## config.mk

```make
export PLATFORM = sky130hd
export DESIGN_NAME = flow_rr_mux
export DESIGN_NICKNAME = d
export VERILOG_FILES = /design/src/rtl/flow_rr_mux.sv
export SDC_FILE = /design/constraint.sdc
export NUM_CORES = 1
export LEC_CHECK = 0
export CAP_MARGIN = 10
export CORE_ASPECT_RATIO = 0.6
export CORE_MARGIN = 2
export CORE_UTILIZATION = 30
export DETAILED_ROUTE_END_ITERATION = 7
export GPL_ROUTABILITY_DRIVEN = 1
export GPL_TIMING_DRIVEN = 0
export HOLD_SLACK_MARGIN = 0.02
export PLACE_DENSITY = 0.44
export SLEW_MARGIN = 20
export SYNTH_ARGS = -nofsm -noshare
export SYNTH_HDL_FRONTEND = slang
export SYNTH_SLANG_ARGS = --single-unit
```

## constraint.sdc

```tcl
create_clock -name clk -period 7.4 [get_ports clk]
set_clock_uncertainty 0.1 [all_clocks]
set_input_delay 1.48 -clock clk [delete_from_list [all_inputs] [get_ports clk]]
set_output_delay 1.48 -clock clk [all_outputs]
set_load 0.005 [all_outputs]
```

## src/rtl/flow_rr_mux.sv

```systemverilog
// rtl/flow_rr_mux.sv - per-flow FIFOs merged onto one tagged output by a burst round-robin arbiter
module flow_rr_mux #(
    parameter int FLUX   = 4,
    parameter int DATA_W = 8,
    parameter int DEPTH  = 16,
    parameter int BURST  = 1,
    localparam int TAG_W = (FLUX > 2) ? $clog2(FLUX) : 1
) (
    input  logic                    clk,
    input  logic                    rst,
    input  logic [FLUX*DATA_W-1:0]  in_din,
    input  logic [FLUX-1:0]         in_write,
    output logic [FLUX-1:0]         in_full,
    input  logic [FLUX-1:0]         flow_en,
    output logic [TAG_W+DATA_W-1:0] out_din,
    output logic                    out_write,
    input  logic                    out_full,
    output logic [FLUX-1:0]         err_ovf
);
    localparam int PTR_W = $clog2(DEPTH);
    localparam int CNT_W = PTR_W + 1;
    localparam int BC_W  = $clog2(BURST + 1);

    typedef enum logic {IDLE, GRANT} state_t;

    state_t                    state_q;
    logic [TAG_W-1:0]          g_q;
    logic [TAG_W-1:0]          ptr_q;
    logic [BC_W-1:0]           bc_q;
    logic [CNT_W-1:0]          count_q [FLUX];
    logic [PTR_W-1:0]          wr_ptr_q [FLUX];
    logic [PTR_W-1:0]          rd_ptr_q [FLUX];
    logic [DATA_W-1:0]         mem_q [FLUX][DEPTH];
    logic [TAG_W+DATA_W-1:0]   out_din_q;
    logic                      out_write_q;
    logic [FLUX-1:0]           err_q;

    logic [FLUX-1:0]  full;
    logic [FLUX-1:0]  elig;
    logic [FLUX-1:0]  push;
    logic [FLUX-1:0]  pop;
    logic             cont;
    logic             burst_end;
    logic [TAG_W-1:0] g_next;
    logic [TAG_W-1:0] scan_start;
    logic [TAG_W-1:0] scan_sel;
    logic             found;
    logic [TAG_W-1:0] sel;
    logic             have;
    logic             do_pop;

    assign in_full   = full;
    assign out_din   = out_din_q;
    assign out_write = out_write_q;
    assign err_ovf   = err_q;

    always_comb begin
        for (int i = 0; i < FLUX; i++) begin
            full[i] = (count_q[i] == CNT_W'(DEPTH));
            elig[i] = (count_q[i] != '0) && flow_en[i];
            push[i] = in_write[i] && !full[i];
        end
    end

    // Burst end is resolved lazily at the next decision edge, so the re-grant costs no bubble.
    always_comb begin
        cont       = (state_q == GRANT) && elig[g_q] && (bc_q < BC_W'(BURST));
        burst_end  = (state_q == GRANT) && !cont;
        g_next     = (g_q == TAG_W'(FLUX - 1)) ? '0 : g_q + TAG_W'(1);
        scan_start = burst_end ? g_next : ptr_q;
        found      = 1'b0;
        scan_sel   = '0;
        for (int k = 0; k < FLUX; k++) begin
            if (!found && elig[(int'(scan_start) + k) % FLUX]) begin
                found    = 1'b1;
                scan_sel = TAG_W'((int'(scan_start) + k) % FLUX);
            end
        end
        sel    = cont ? g_q : scan_sel;
        have   = cont || found;
        do_pop = !out_full && have;
        for (int i = 0; i < FLUX; i++) begin
            pop[i] = do_pop && (sel == TAG_W'(i));
        end
    end

    always_ff @(posedge clk) begin
        for (int i = 0; i < FLUX; i++) begin
            if (push[i]) begin
                mem_q[i][wr_ptr_q[i]] <= in_din[i*DATA_W +: DATA_W];
            end
        end
    end

    always_ff @(posedge clk or posedge rst) begin
        if (rst) begin
            state_q     <= IDLE;
            g_q         <= '0;
            ptr_q       <= '0;
            bc_q        <= '0;
            out_din_q   <= '0;
            out_write_q <= 1'b0;
            err_q       <= '0;
            for (int i = 0; i < FLUX; i++) begin
                count_q[i]  <= '0;
                wr_ptr_q[i] <= '0;
                rd_ptr_q[i] <= '0;
            end
        end else begin
            for (int i = 0; i < FLUX; i++) begin
                if (push[i]) wr_ptr_q[i] <= wr_ptr_q[i] + PTR_W'(1);
                if (pop[i])  rd_ptr_q[i] <= rd_ptr_q[i] + PTR_W'(1);
                if (push[i] && !pop[i])      count_q[i] <= count_q[i] + CNT_W'(1);
                else if (!push[i] && pop[i]) count_q[i] <= count_q[i] - CNT_W'(1);
                err_q[i] <= err_q[i] | (in_write[i] & full[i]);
            end
            if (out_full) begin
                out_write_q <= 1'b0;
            end else begin
                if (have) begin
                    out_din_q   <= {sel, mem_q[sel][rd_ptr_q[sel]]};
                    out_write_q <= 1'b1;
                    state_q     <= GRANT;
                    g_q         <= sel;
                    bc_q        <= cont ? bc_q + BC_W'(1) : BC_W'(1);
                end else begin
                    out_write_q <= 1'b0;
                    state_q     <= IDLE;
                    bc_q        <= '0;
                end
                if (burst_end) ptr_q <= g_next;
            end
        end
    end
endmodule

```

# Yosys cells after proc, flatten, opt, wreduce, memory -nomap -nowiden

Memories as Yosys holds them, arrays and structs flattened.
Cells that the tools add are included.

$lt $le $gt $ge: 16
Reduce and logical (&&, ||, !) cells: 62
Eq/ne operators: 8
Muxes and demuxes: 58
Bitwise logic cells: 18
Add/sub/neg operators: 21

Operators with widths:

| kind                  | number |
|---|---|
| $mux W128             | 4 |
| $demux W8 S4          | 4 |
| $mux W8               | 6 |
| $mux W5               | 8 |
| $add A4 B1 Y4 const B | 8 |
| $bmux W8 S4           | 1 |
| $logic_and A1 B1 Y1   | 31 |
| $ge A5 B5 Y1 const B  | 5 |
| $not A4 Y5            | 5 |
| $add A5 B1 Y5 const B | 4 |
| $eq A5 B5 Y1 const B  | 4 |
| $lt A5 B1 Y1 const B  | 4 |
| $mux W1               | 20 |
| $reduce_bool A5 Y1    | 4 |
| $sub A5 B1 Y5 const B | 4 |
| $logic_not A1 Y1      | 17 |
| $mux W2               | 7 |
| $lt A3 B4 Y1 const B  | 3 |
| $bmux W1 S2           | 5 |
| $bmux W4 S2           | 1 |
| $mux W4               | 2 |
| $reduce_bool A2 Y1    | 4 |
| $eq A2 B2 Y1 const B  | 3 |
| $lt A2 B3 Y1 const B  | 2 |
| other kinds (15)      | 27 |

Memories: 1
Word-level logic and storage cells: 203
Register bits after elaboration: 73
Bits in writable memories: 512
Output and inout bits: 19

Memory list:

| memory | depth | bits a word | read ports | clocked after memory_dff | write ports | line | RTL |
|---|---|---|---|---|---|---|---|
| mem_q  | 4     | 128         | 1          | 0                        | 4           | 33   | `logic [DATA_W-1:0] mem_q [FLUX][DEPTH];` |

# Logic depth before layout (Yosys ltp)

Gate-level depths: netlist (run 1).

Depth in word-level cells: 32
Gate-level depth with buffers: 22
Depth with buffers taken out: 20

# Least setup slack after synthesis (run 1)

No wires, ideal clock.

Kind: in2reg
Start: in flow_en[0]
End: reg count_q[9] in the netlist's numbering
Buffers on the path: 4
Stages: 19
Data required time: 7.177 ns
Setup slack: 1.809 ns
Arrival time: 5.369 ns
Cells stage by stage: o21ai_1 > o221a_2 > o41ai_2 > a22oi_1 > a221oi_4 > buf_4 > buf_4 > buf_2 > clkbuf_1 > nor2_1 > inv_1 > ha_1 > inv_1 > fa_1 > a21o_1 > a21oi_1 > xnor2_1 > nor2_1 > xnor2_1

Longest elaborated chain between the ends: 26
Elaborated cells on any way between the ends: 46

Ends and longest elaborated chain:

| element                                                    | line   | RTL |
|---|---|---|
| start, declared                                            | 14     | `input logic [FLUX-1:0] flow_en,` |
| $logic_and A1 B1 Y1 *                                      | 60     | `elig[i] = (count_q[i] != '0) && flow_en[i];` |
| $bmux W1 S2                                                | 67     | `cont = (state_q == GRANT) && elig[g_q] && (bc_q < BC_W'(BURST));` |
| $mux W1 (not written as such)                              | 67     |  |
| $logic_and A1 B1 Y1 (2 in a row)                           | 67     |  |
| $logic_not A1 Y1                                           | 68     | `burst_end = (state_q == GRANT) && !cont;` |
| $logic_and A1 B1 Y1                                        | 68     |  |
| $mux W2                                                    | -      |  |
| $add A2 B1 Y2 / $bmux W1 S2 (equally long branches)        | 74, 76 |  |
| [9 not listed]                                             | -      |  |
| $logic_and A1 B1 Y1                                        | 74     | `if (!found && elig[(int'(scan_start) + k) % FLUX]) begin` |
| $mux W2 / $mux W1 (equally long branches)                  | 74     |  |
| $mux W2 / $logic_or A1 B1 Y1 (equally long branches)       | 79, 80 |  |
| $eq A2 B2 Y1 / $logic_and A1 B1 Y1 (equally long branches) | 83, 81 |  |
| $logic_and A1 B1 Y1 *                                      | 83     | `pop[i] = do_pop && (sel == TAG_W'(i));` |
| $logic_not A1 Y1                                           | 113    | `if (push[i] && !pop[i]) count_q[i] <= count_q[i] + CNT_W'(1);` |
| $logic_and A1 B1 Y1                                        | 113    |  |
| $mux W5 / $reduce_bool A2 Y1 (equally long branches)       | -      |  |
| end signal, assigned by index                              | 113    |  |
| end signal, assigned by index                              | 114    | `else if (!push[i] && pop[i]) count_q[i] <= count_q[i] - CNT_W'(1);` |
| end, declared                                              | 30     | `logic [CNT_W-1:0] count_q [FLUX];` |

Mark *: on every way between the ends. The rest lies on a longest branch, timed or not. The select of a mux whose other input is x is not followed.
A chain may end at the register's enable or synchronous reset.

# Worst setup path after layout (run 1)

Start: in flow_en[0]
End: reg count_q[19] in the netlist's numbering

Longest elaborated chain between the ends: 26
Elaborated cells on any way between the ends: 46

Ends and longest elaborated chain:

| element                                                        | line |
|---|---|
| $logic_and A1 B1 Y1 *                                          | 60 |
| $bmux W1 S2                                                    | 67 |
| $mux W1 (not written as such)                                  | 67 |
| $logic_and A1 B1 Y1 (2 in a row)                               | 67 |
| $logic_not A1 Y1                                               | 68 |
| $logic_and A1 B1 Y1                                            | 68 |
| $mux W2                                                        | - |
| $add A2 B1 Y2 / $bmux W1 S2 (equally long branches)            | 74, 76 |
| [9 not listed]                                                 | - |
| $logic_and A1 B1 Y1                                            | 74 |
| $mux W2 / $mux W1 (equally long branches)                      | 74 |
| $mux W2 / $logic_or A1 B1 Y1 (equally long branches)           | 79, 80 |
| $logic_not A2 Y1 / $logic_and A1 B1 Y1 (equally long branches) | 83, 81 |
| $logic_and A1 B1 Y1 *                                          | 83 |
| $logic_not A1 Y1                                               | 113 |
| $logic_and A1 B1 Y1                                            | 113 |
| $mux W5 / $reduce_bool A2 Y1 (equally long branches)           | - |

Marks and branches as above.

==> results of run 1 <==
logic make-up (layout without fill, tap and decap cells):
group | after synthesis | in the layout | share of synthesized area
DFF | 583 | 583 | 0.693
and+or+nand+nor | 467 | 467 | 0.0849
AOI/OAI and AO/OA | 317 | 317 | 0.0959
buffers and inverters | 142 | 336 | 0.0247
muxes | 134 | 134 | 0.0636
xor gates and xnor gates | 44 | 44 | 0.0156
adders and majority gates | 42 | 42 | 0.0224
other | 0 | 1 | 0
metal layers:
metal | global-route usage | vias to the layer above | wire (um)
li1 | - | 6849 | -
met1 | 0.367 | 8547 | 47100
met2 | 0.279 | 1001 | 34900
met3 | 0.0731 | 100 | 12400
met4 | 0.0392 | 6 | 1310
met5 | 0 | - | 39
flip-flops by register name, indices dropped and copies added (netlist names), 2 cells and up:
signal    flops
mem_q       512
count_q      20
rd_ptr_q     16
wr_ptr_q     16
out_din       8
err_ovf       4
g_q           2
ptr_q         2
through the flow:
step                hold slack [ns]  setup WS [ns]  std cells  utilization  area, sq um
finish                        0.354          0.356       3003        0.357        29100
CTS                           0.361          0.323       3002        0.357        29100
global placement              0.339         -0.393       2869        0.327        26700
global route                  0.380         0.0800       3002        0.357        29100
floorplan                     0.341           1.81       1729            -        24800
detailed placement            0.348         -0.328       2895        0.334        27200
path summary, 6_finish.rpt:
check,cells past startpoint,start,slack [ns],endpoint
max,20,flow_en[0],0.36,count_q[19]
min,1,err_ovf[3],0.35,err_ovf[3]
max reg2reg,20,count_q[17],0.74,count_q[19]
min reg2reg,1,err_ovf[3],0.35,err_ovf[3]
max in group asynchronous,3,rst,5.38,count_q[10]
min in group asynchronous,2,rst,1.17,err_ovf[3]
cells in the mapped netlist, drive strengths merged (11+ instances only):
cell    count  area, sq um
mux4       16          360
a21oi      42          210
nor3       17         85.1
a211oi     67          516
mux2       21          236
and2       70          438
buf        59          298
dfrtp      71         1780
edfxtp    512        15400
nand2b     11         68.8
ha         38          475
nand3      33          165
a311o      41          410
a21o       15          113
a31oi      26          163
nand2     239          897
clkbuf     50          189
xnor2      35          307
mux2i      97          978
nor2       70          263
inv        33          124
o21ai      43          215
final cells by class:
| class | instances | area, sq um |
|---|---|---|
| antenna | 1 | 2.50 |
| buffer | 109 | 487 |
| clock buffer | 83 | 1630 |
| clock inverter | 24 | 267 |
| fill | 7754 | 52400 |
| inverter | 33 | 126 |
| multi-input combinational | 1004 | 7080 |
| sequential | 583 | 17200 |
| tap | 1079 | 1350 |
| timing repair buffer | 87 | 1060 |
cell usage in the layout (no fill, tap or decap), types with 10 or more instances in the layout:
| cell type | count |
|---|---|
| xnor2_1 | 35 |
| nor3_2 | 15 |
| buf_16 | 16 |
| buf_1 | 18 |
| and2_1 | 70 |
| dfrtp_1 | 71 |
| buf_4 | 14 |
| mux4_2 | 16 |
| clkbuf_1 | 67 |
| nor2_1 | 64 |
| mux2i_1 | 95 |
| a21oi_1 | 42 |
| a31oi_1 | 26 |
| nand3_1 | 33 |
| nand2b_1 | 11 |
| edfxtp_1 | 512 |
| a211oi_1 | 66 |
| ha_1 | 38 |
| clkdlybuf4s50_1 | 32 |
| mux2_2 | 21 |
| a311o_1 | 41 |
| clkbuf_16 | 59 |
| a21o_1 | 15 |
| nor2b_1 | 10 |
| nand2_1 | 239 |
| buf_2 | 60 |
| o211ai_1 | 10 |
| inv_1 | 32 |
| o21ai_0 | 41 |
| a311oi_1 | 10 |
==> impl_metrics.yaml, run 1 <==
yosys:
  ys_types: 56
  ys_ff_latch: 583
  synthArstFlopShare: 0.122
  synth_area_sq_um: 24800
  seq_area_frac_synth: 0.693
  yosys_warnings: 0
  syn_inst: 1729
  syn_area_per_cell_sq_um: 14.3
  synth_edf_count: 512
  synthFlopType: "edfxtp_1"
  syn-num-nets: 1814
detailed_routing:
  num_vias: 16500
  dr.pass1.iters: 6
  routed_wl_mm: 95.7
  wl_per_cell_um: 31.9
  drt_iter0_drc: 2662
  vias_per_cell: 5.50
  detail-route-antenna-nets: 0
  drc: 0
outcome:
  outcome: "completed"
timing:
  period_share: 0.952
  hold_viol_final: 0
  setup_viol: 0
  rsz0062_at_grt: "false"
  tns_ns: 0
  slew_violations: 0
  maxSlewHeadroom: 0.194
  worstMarginPinSlew_ns: 1.20
  clock.fmax_ghz: 0.142
  layout_min_cycle_time_ns: 7.04
worst_setup_path:
  path_buf_inv: 7
  end_kind: "register"
  cp_slowest_stage_delay_ns: 0.89
  critPathTopFamily: "buffers and inverters"
  start_kind: "input pin"
  required_ns: 7.83
  worstSetupPathType: "in2reg"
  critPathSlowestCell: "buf_1"
  crit_chain: "clkdlybuf4s50_1 > o21ai_1 > o221a_2 > o41ai_2 > a31o_2 > a221o_1 > buf_2 > buf_2 > buf_1 > buf_2 > nor2_1 > inv_1 > ha_1 > inv_1 > ha_1 > a21o_1 > a21oi_1 > xnor2_1 > nor2_1 > xnor2_1"
  crit_arrival_ns: 7.47
  crit_fanout: 10
  crit_top_cell: "buf_2"
floorplan:
  io_pins: 62
  die_area_sq_um: 84900
  die_h_um: 227
  fp.dieW_um: 375
  rows: 81
  start_util: 0.303
  core_area_sq_um: 81600
layout:
  final_net_count: 1961
  syn2layout_area_growth_pct: 17.8
  drive_above_1_share: 0.135
cts:
  cts.sinks: 583
  clk_latency_ns: 0.66
  postCtsHoldBufs: 0
  cts_tree: "yes"
  cts.htree.levels: 2
  root_buffer: "clkbuf_16"
  path_clk_slew_ns: 0.06
  cts_resized: 0
  post-cts-setup-buffer-count: 0
  cts_max_path_buffers: 3
  numCtsBuffers: 58
hold_path:
  hold_path_class: "reg2reg"
run:
  drv_cap: 0
global_route:
  grt.total_usage: 0.224
  grt_pass1_vias: 15500
  overflow: 0
  antenna_found_initial: 24
  grt_pass1_wl_mm: 130
  grt_max_degree: 37
placement:
  dp_hpwl_mm: 69.4
  numPortBuffers: 61
  globalplace.congestion: 0.927
Power of run 1 is not shown: default switching activity piles up to over one toggle a cycle in this logic, so the estimate is an artifact.
==> run 2, diff against run 1 <==
--- a/config.mk
+++ b/config.mk
@@ -6,7 +6,7 @@
 export NUM_CORES = 1
 export LEC_CHECK = 0
 export CAP_MARGIN = 10
-export CORE_ASPECT_RATIO = 0.6
+export CORE_ASPECT_RATIO = 1.25
 export CORE_MARGIN = 2
 export CORE_UTILIZATION = 30
 export DETAILED_ROUTE_END_ITERATION = 7
==> run 2 against run 1 <==
  * Sequential share of layout area down 0.55 points
  * Hold slack improved by 0.0051 ns
  * Die area about the same
  * Maximum frequency barely moved
  * Final area rose by 0.94%
  * Via count shrank 4.5%
  * Critical path depth unchanged
  * Highest routed layer unchanged
==> impl_metrics.yaml, run 2 (same netlist as run 1, synthesis figures left out) <==
placement:
  dp_hpwl_mm: 65.6
  placed_area_sq_um: 27200
  dp_slack_ns: -0.252
  globalplace.congestion: 0.984
  dp.cells: 2890
  numPortBuffers: 61
floorplan:
  core_area_sq_um: 81500
  start_util: 0.304
  fp.dieW_um: 261
  rows: 117
  die_h_um: 325
  io_pins: 62
  die_area_sq_um: 84800
global_route:
  use_met3: 0.0251
  use_met1: 0.267
  busiest_layer: "met2"
  met2_usage: 0.384
  overflow: 0
  grt_pass1_wl_mm: 126
  grt_max_degree: 48
  grt.total_usage: 0.215
  grt_pass1_vias: 15900
  antenna_found_initial: 4
layout:
  largest_reg_flops: 512
  fin_cells: 3004
  mostFrequentLayoutCell: "edfxtp_1"
  final_net_count: 1966
  n_antenna_cell: 0
  syn2layout_area_growth_pct: 18.9
  final_cell_mix: "edfxtp_1 (512), nand2_1 (239), mux2i_1 (95)"
  drive_above_1_share: 0.145
  nFillCells: 7807
  finalInstanceArea_sq_um: 29400
  final_core_util: 0.361
pwr:
  powerDensity_nw_per_um2: 535
  pwr-share-seq: 0.274
  ir_worst_vdd_mv: 0.253
  pwr-share-comb: 0.512
  switching_power_mw: 7.06
  power_mw: 15.8
  switching_share: 0.448
  p_clk_frac: 0.213
  p_int_mw: 8.69
  leakage_nw: 10.2
cts:
  clk_latency_ns: 0.66
  cts_resized: 0
  cts.sinks: 583
  cts.htree.levels: 2
  cts_max_path_buffers: 3
  path_clk_slew_ns: 0.06
  post-cts-setup-buffer-count: 0
  cts_tree: "yes"
  postCtsHoldBufs: 0
  numCtsBuffers: 60
  root_buffer: "clkbuf_16"
worst_setup_path:
  required_ns: 7.83
  rr_startpoint: "count_q[17]"
  r2r_slack_ns: 0.81
  end_kind: "register"
  crit_fanout: 10
  path_buf_inv: 7
  critPathSlowestCell: "buf_1"
  crit_arrival_ns: 7.46
  worstSetupPathType: "in2reg"
  critPathTopFamily: "buffers and inverters"
  cp_slowest_stage_delay_ns: 0.88
  crit_top_cell: "buf_2"
  start_kind: "input pin"
  rr_worst_depth: 20
  r2r_end: "count_q[19]"
  crit_chain: "clkdlybuf4s50_1 > o21ai_1 > o221a_2 > o41ai_2 > a31o_2 > a221o_1 > buf_2 > buf_2 > buf_1 > buf_2 > nor2_1 > inv_1 > ha_1 > inv_1 > ha_1 > a21o_1 > a21oi_1 > xnor2_1 > nor2_1 > xnor2_1"
run:
  drv_cap: 0
timing:
  clock.fmax_ghz: 0.142
  maxSlewHeadroom: 0.182
  worstMarginPinSlew_ns: 1.22
  setup_viol: 0
  layout_min_cycle_time_ns: 7.04
  tns_ns: 0
  hold_ws_ns: 0.360
  hold_viol_final: 0
  slew_violations: 0
  period_share: 0.951
  rsz0062_at_grt: "false"
  setup_ws_ns: 0.362
outcome:
  outcome: "completed"
detailed_routing:
  vias_per_cell: 5.25
  num_vias: 15800
  drc: 0
  wl_per_cell_um: 30.4
  dr.pass1.iters: 6
  detail-route-antenna-nets: 0
  routed_wl_mm: 91.4
  drt_iter0_drc: 1539
hold_path:
  hold_end: "err_ovf[0]"
  holdCritStartpoint: "err_ovf[0]"
  hold_path_class: "reg2reg"
  min_path_cells: 1
==> run 2: cell count changes in the layout (fill, tap and decap cells not counted), moves of 3 or more <==
cell       before  now
bufinv_16       5   13
clkbuf_16      59   62
clkbuf_8        6    3
clkbuf_1       67   61
buf_6           0    4
==> run 2: area by class of cell <==
class	count	area, sq um	share of cell area
Clock inverter	37	529	0.0180
Sequential cell	583	17200	0.583
Buffer	109	487	0.0165
Inverter	33	126	0.00430
Tap cell	1071	1340	0.0455
Clock buffer	77	1640	0.0557
Multi-Input combinational cell	1004	7090	0.241
Timing Repair Buffer	90	1060	0.0360
==> run 2: worst max path at each step <==
stage / slack (ns) / depth (start not counted) / end / startpoint
2_1_floorplan: 1.81 / 19 / count_q[9] / flow_en[0]
3_3_place_gp: -0.29 / 20 / count_q[19] / flow_en[0]
3_5_place_dp: -0.25 / 20 / count_q[19] / flow_en[0]
4_1_cts: 0.42 / 21 / count_q[19] / flow_en[0]
5_1_grt: 0.06 / 20 / count_q[9] / flow_en[0]
6_report: 0.36 / 20 / count_q[19] / flow_en[0]
==> run 2: worst reg2reg max path, cell delays in order, from the launching register on <==
cell and delay (ns):
dfrtp_1 0.40, or4_4 0.56, o21ai_1 0.48, o221a_2 0.33, o41ai_2 0.14, a22oi_1 0.39, a221o_1 0.21, buf_2 0.40
buf_2 0.46, buf_1 0.89, buf_2 0.52, nor2_1 0.20, inv_1 0.09, ha_1 0.22, inv_1 0.10, ha_1 0.32
a21o_1 0.18, a21oi_1 0.17, xnor2_1 0.14, nor2_1 0.07, xnor2_1 0.13
==> run 2: power groups by stage <==
stage | logic (mW) | registers, mW | clock network (mW)
after floorplan | 4.74 | 4.30 | 0
after global placement | 7.92 | 4.38 | 0
after detailed placement | 8.01 | 4.39 | 0
after CTS | 8.04 | 4.32 | 3.40
after global routing | 8.51 | 4.37 | 3.51
final | 8.07 | 4.32 | 3.36
==> run 2: metal layers <==
| layer | share of wire | up-vias |
|---|---|---|
| met3 | 0.046 | 131 |
| met1 | 0.40 | 8212 |
| met2 | 0.52 | 557 |
| met5 | 0.00014 | - |
| met4 | 0.032 | 2 |
| li1 | - | 6861 |
No activity file was read; power rests on OpenSTA's default activity.
==> run 3, diff against run 2 <==
--- a/config.mk
+++ b/config.mk
@@ -5,13 +5,14 @@
 export SDC_FILE = /design/constraint.sdc
 export NUM_CORES = 1
 export LEC_CHECK = 0
+export ABC_AREA = 0
 export CAP_MARGIN = 10
 export CORE_ASPECT_RATIO = 1.25
 export CORE_MARGIN = 2
 export CORE_UTILIZATION = 30
 export DETAILED_ROUTE_END_ITERATION = 7
 export GPL_ROUTABILITY_DRIVEN = 1
-export GPL_TIMING_DRIVEN = 0
+export GPL_TIMING_DRIVEN = 1
 export HOLD_SLACK_MARGIN = 0.02
 export PLACE_DENSITY = 0.44
 export SLEW_MARGIN = 20
==> run 3 against run 2 <==
  * Register-to-register slack better by 1.1 ns
  * Via count down 6.3%
  * Final area down 2.2%
  * Maximum frequency up 16%
==> impl_metrics.yaml, run 3 (same netlist as run 1, synthesis figures left out) <==
timing:
  rsz0062_at_grt: "false"
  layout_min_cycle_time_ns: 6.09
  maxSlewHeadroom: 0.218
  clock.fmax_ghz: 0.164
  worstMarginPinSlew_ns: 1.17
  hold_viol_final: 0
  period_share: 0.823
  hold_ws_ns: 0.367
  setup_viol: 0
  tns_ns: 0
  slew_violations: 0
floorplan:
  start_util: 0.304
  die_area_sq_um: 84800
  rows: 117
  io_pins: 62
  die_h_um: 325
  fp.dieW_um: 261
  core_area_sq_um: 81500
worst_setup_path:
  start_kind: "input pin"
  r2r_end: "out_din[4]"
  rr_startpoint: "count_q[5]"
  r2r_slack_ns: 1.91
  end_kind: "register"
  crit_fanout: 49
  required_ns: 7.82
  worstSetupPathType: "in2reg"
  startpoint: "flow_en[0]"
  crit_arrival_ns: 6.51
  rr_worst_depth: 13
  crit_end: "out_din[4]"
placement:
  globalplace.congestion: 0.847
  numPortBuffers: 61
  dp_hpwl_mm: 46.6
layout:
  n_antenna_cell: 0
  syn2layout_area_growth_pct: 16.2
  drive_above_1_share: 0.119
  largest_reg_flops: 512
  final_net_count: 1885
  final_cell_mix: "edfxtp_1 (512), nand2_1 (239), mux2i_1 (95)"
  mostFrequentLayoutCell: "edfxtp_1"
global_route:
  overflow: 0
  grt_pass1_wl_mm: 109
  grt_pass1_vias: 15200
  grt_max_degree: 133
  antenna_found_initial: 1
  grt.total_usage: 0.178
cts:
  root_buffer: "clkbuf_16"
  cts.htree.levels: 2
  cts_resized: 0
  cts_max_path_buffers: 3
  cts.sinks: 583
  path_clk_slew_ns: 0.06
  clk_latency_ns: 0.64
  postCtsHoldBufs: 0
  cts_tree: "yes"
  numCtsBuffers: 61
  post-cts-setup-buffer-count: 0
pwr:
  powerDensity_nw_per_um2: 501
  leakage_nw: 9.88
  ir_worst_vdd_mv: 0.570
hold_path:
  hold_path_class: "reg2reg"
detailed_routing:
  dr.pass1.iters: 5
  wl_per_cell_um: 25.7
  vias_per_cell: 5.05
  drt_iter0_drc: 1347
  detail-route-antenna-nets: 0
  num_vias: 14800
  routed_wl_mm: 75.2
  drc: 0
run:
  drv_cap: 0
outcome:
  outcome: "completed"
## run 3: cell count changes in the layout (fill, tap and decap cells not counted), moves of 16 or more
cell,before,now
buf_1,18,0
clkdlybuf4s50_1,30,57
buf_16,16,0
clkbuf_1,61,15
buf_4,15,48
buf_2,62,4
## run 3: worst max-delay path: stages
cell and delay, ns:
clkdlybuf4s50_1 0.48, o21ai_1 0.18, o221a_2 0.31, o41ai_2 0.61, a22oi_1 0.31, a221oi_4 0.66, mux2i_1 0.49, mux2_2 0.27
buf_12 0.30, mux2i_1 0.48, o2111ai_1 0.29, a32oi_1 0.44, o31ai_1 0.13
## run 3: power by group
group	internal, mW	switching (mW)
Combinational	2.54	4.38
Sequential	4.08	0.328
Clock	1.76	1.34
Total	8.37	6.05
## run 3: layout make-up
type | count | area, sq um
fillers | 7824 | 52800
flip-flops and latches | 583 | 17200
multi-input cells | 1004 | 7040
clock buffers | 86 | 1720
well taps | 1071 | 1340
repair buffers | 117 | 1110
clock inverters | 29 | 273
inverters | 33 | 125
## run 3: worst min-delay path by stage
stage / startpoint / to / slack [ns] / depth (start not counted)
global placement: err_ovf[0] / err_ovf[0] / 0.34 / 1
global route: rd_ptr_q[11] / rd_ptr_q[11] / 0.40 / 1
finish: err_ovf[2] / err_ovf[2] / 0.37 / 1
floorplan: rd_ptr_q[11] / rd_ptr_q[11] / 0.34 / 1
CTS: err_ovf[0] / err_ovf[0] / 0.37 / 1
detailed placement: err_ovf[0] / err_ovf[0] / 0.34 / 1
## run 3: through the flow
step,worst slack (ns),cells,power (mW),utilization,area (sq um)
floorplan,1.81,1729,9.05,-,24800
global placement,0.799,2807,11.4,0.328,26800
detailed placement,0.761,2807,11.5,0.328,26800
CTS,1.42,2922,14.6,0.353,28800
global route,1.21,2923,15.3,0.353,28800
finish,1.31,2923,14.4,0.353,28800
## run 3: routing by layer
layer | part of all wire | vias to the layer above | GRT usage
met4 | 0.026 | 0 | 0.0494
met1 | 0.44 | 7606 | 0.241
met3 | 0.042 | 94 | 0.0231
met5 | 0 | - | 0
met2 | 0.49 | 380 | 0.299
li1 | - | 6683 | -
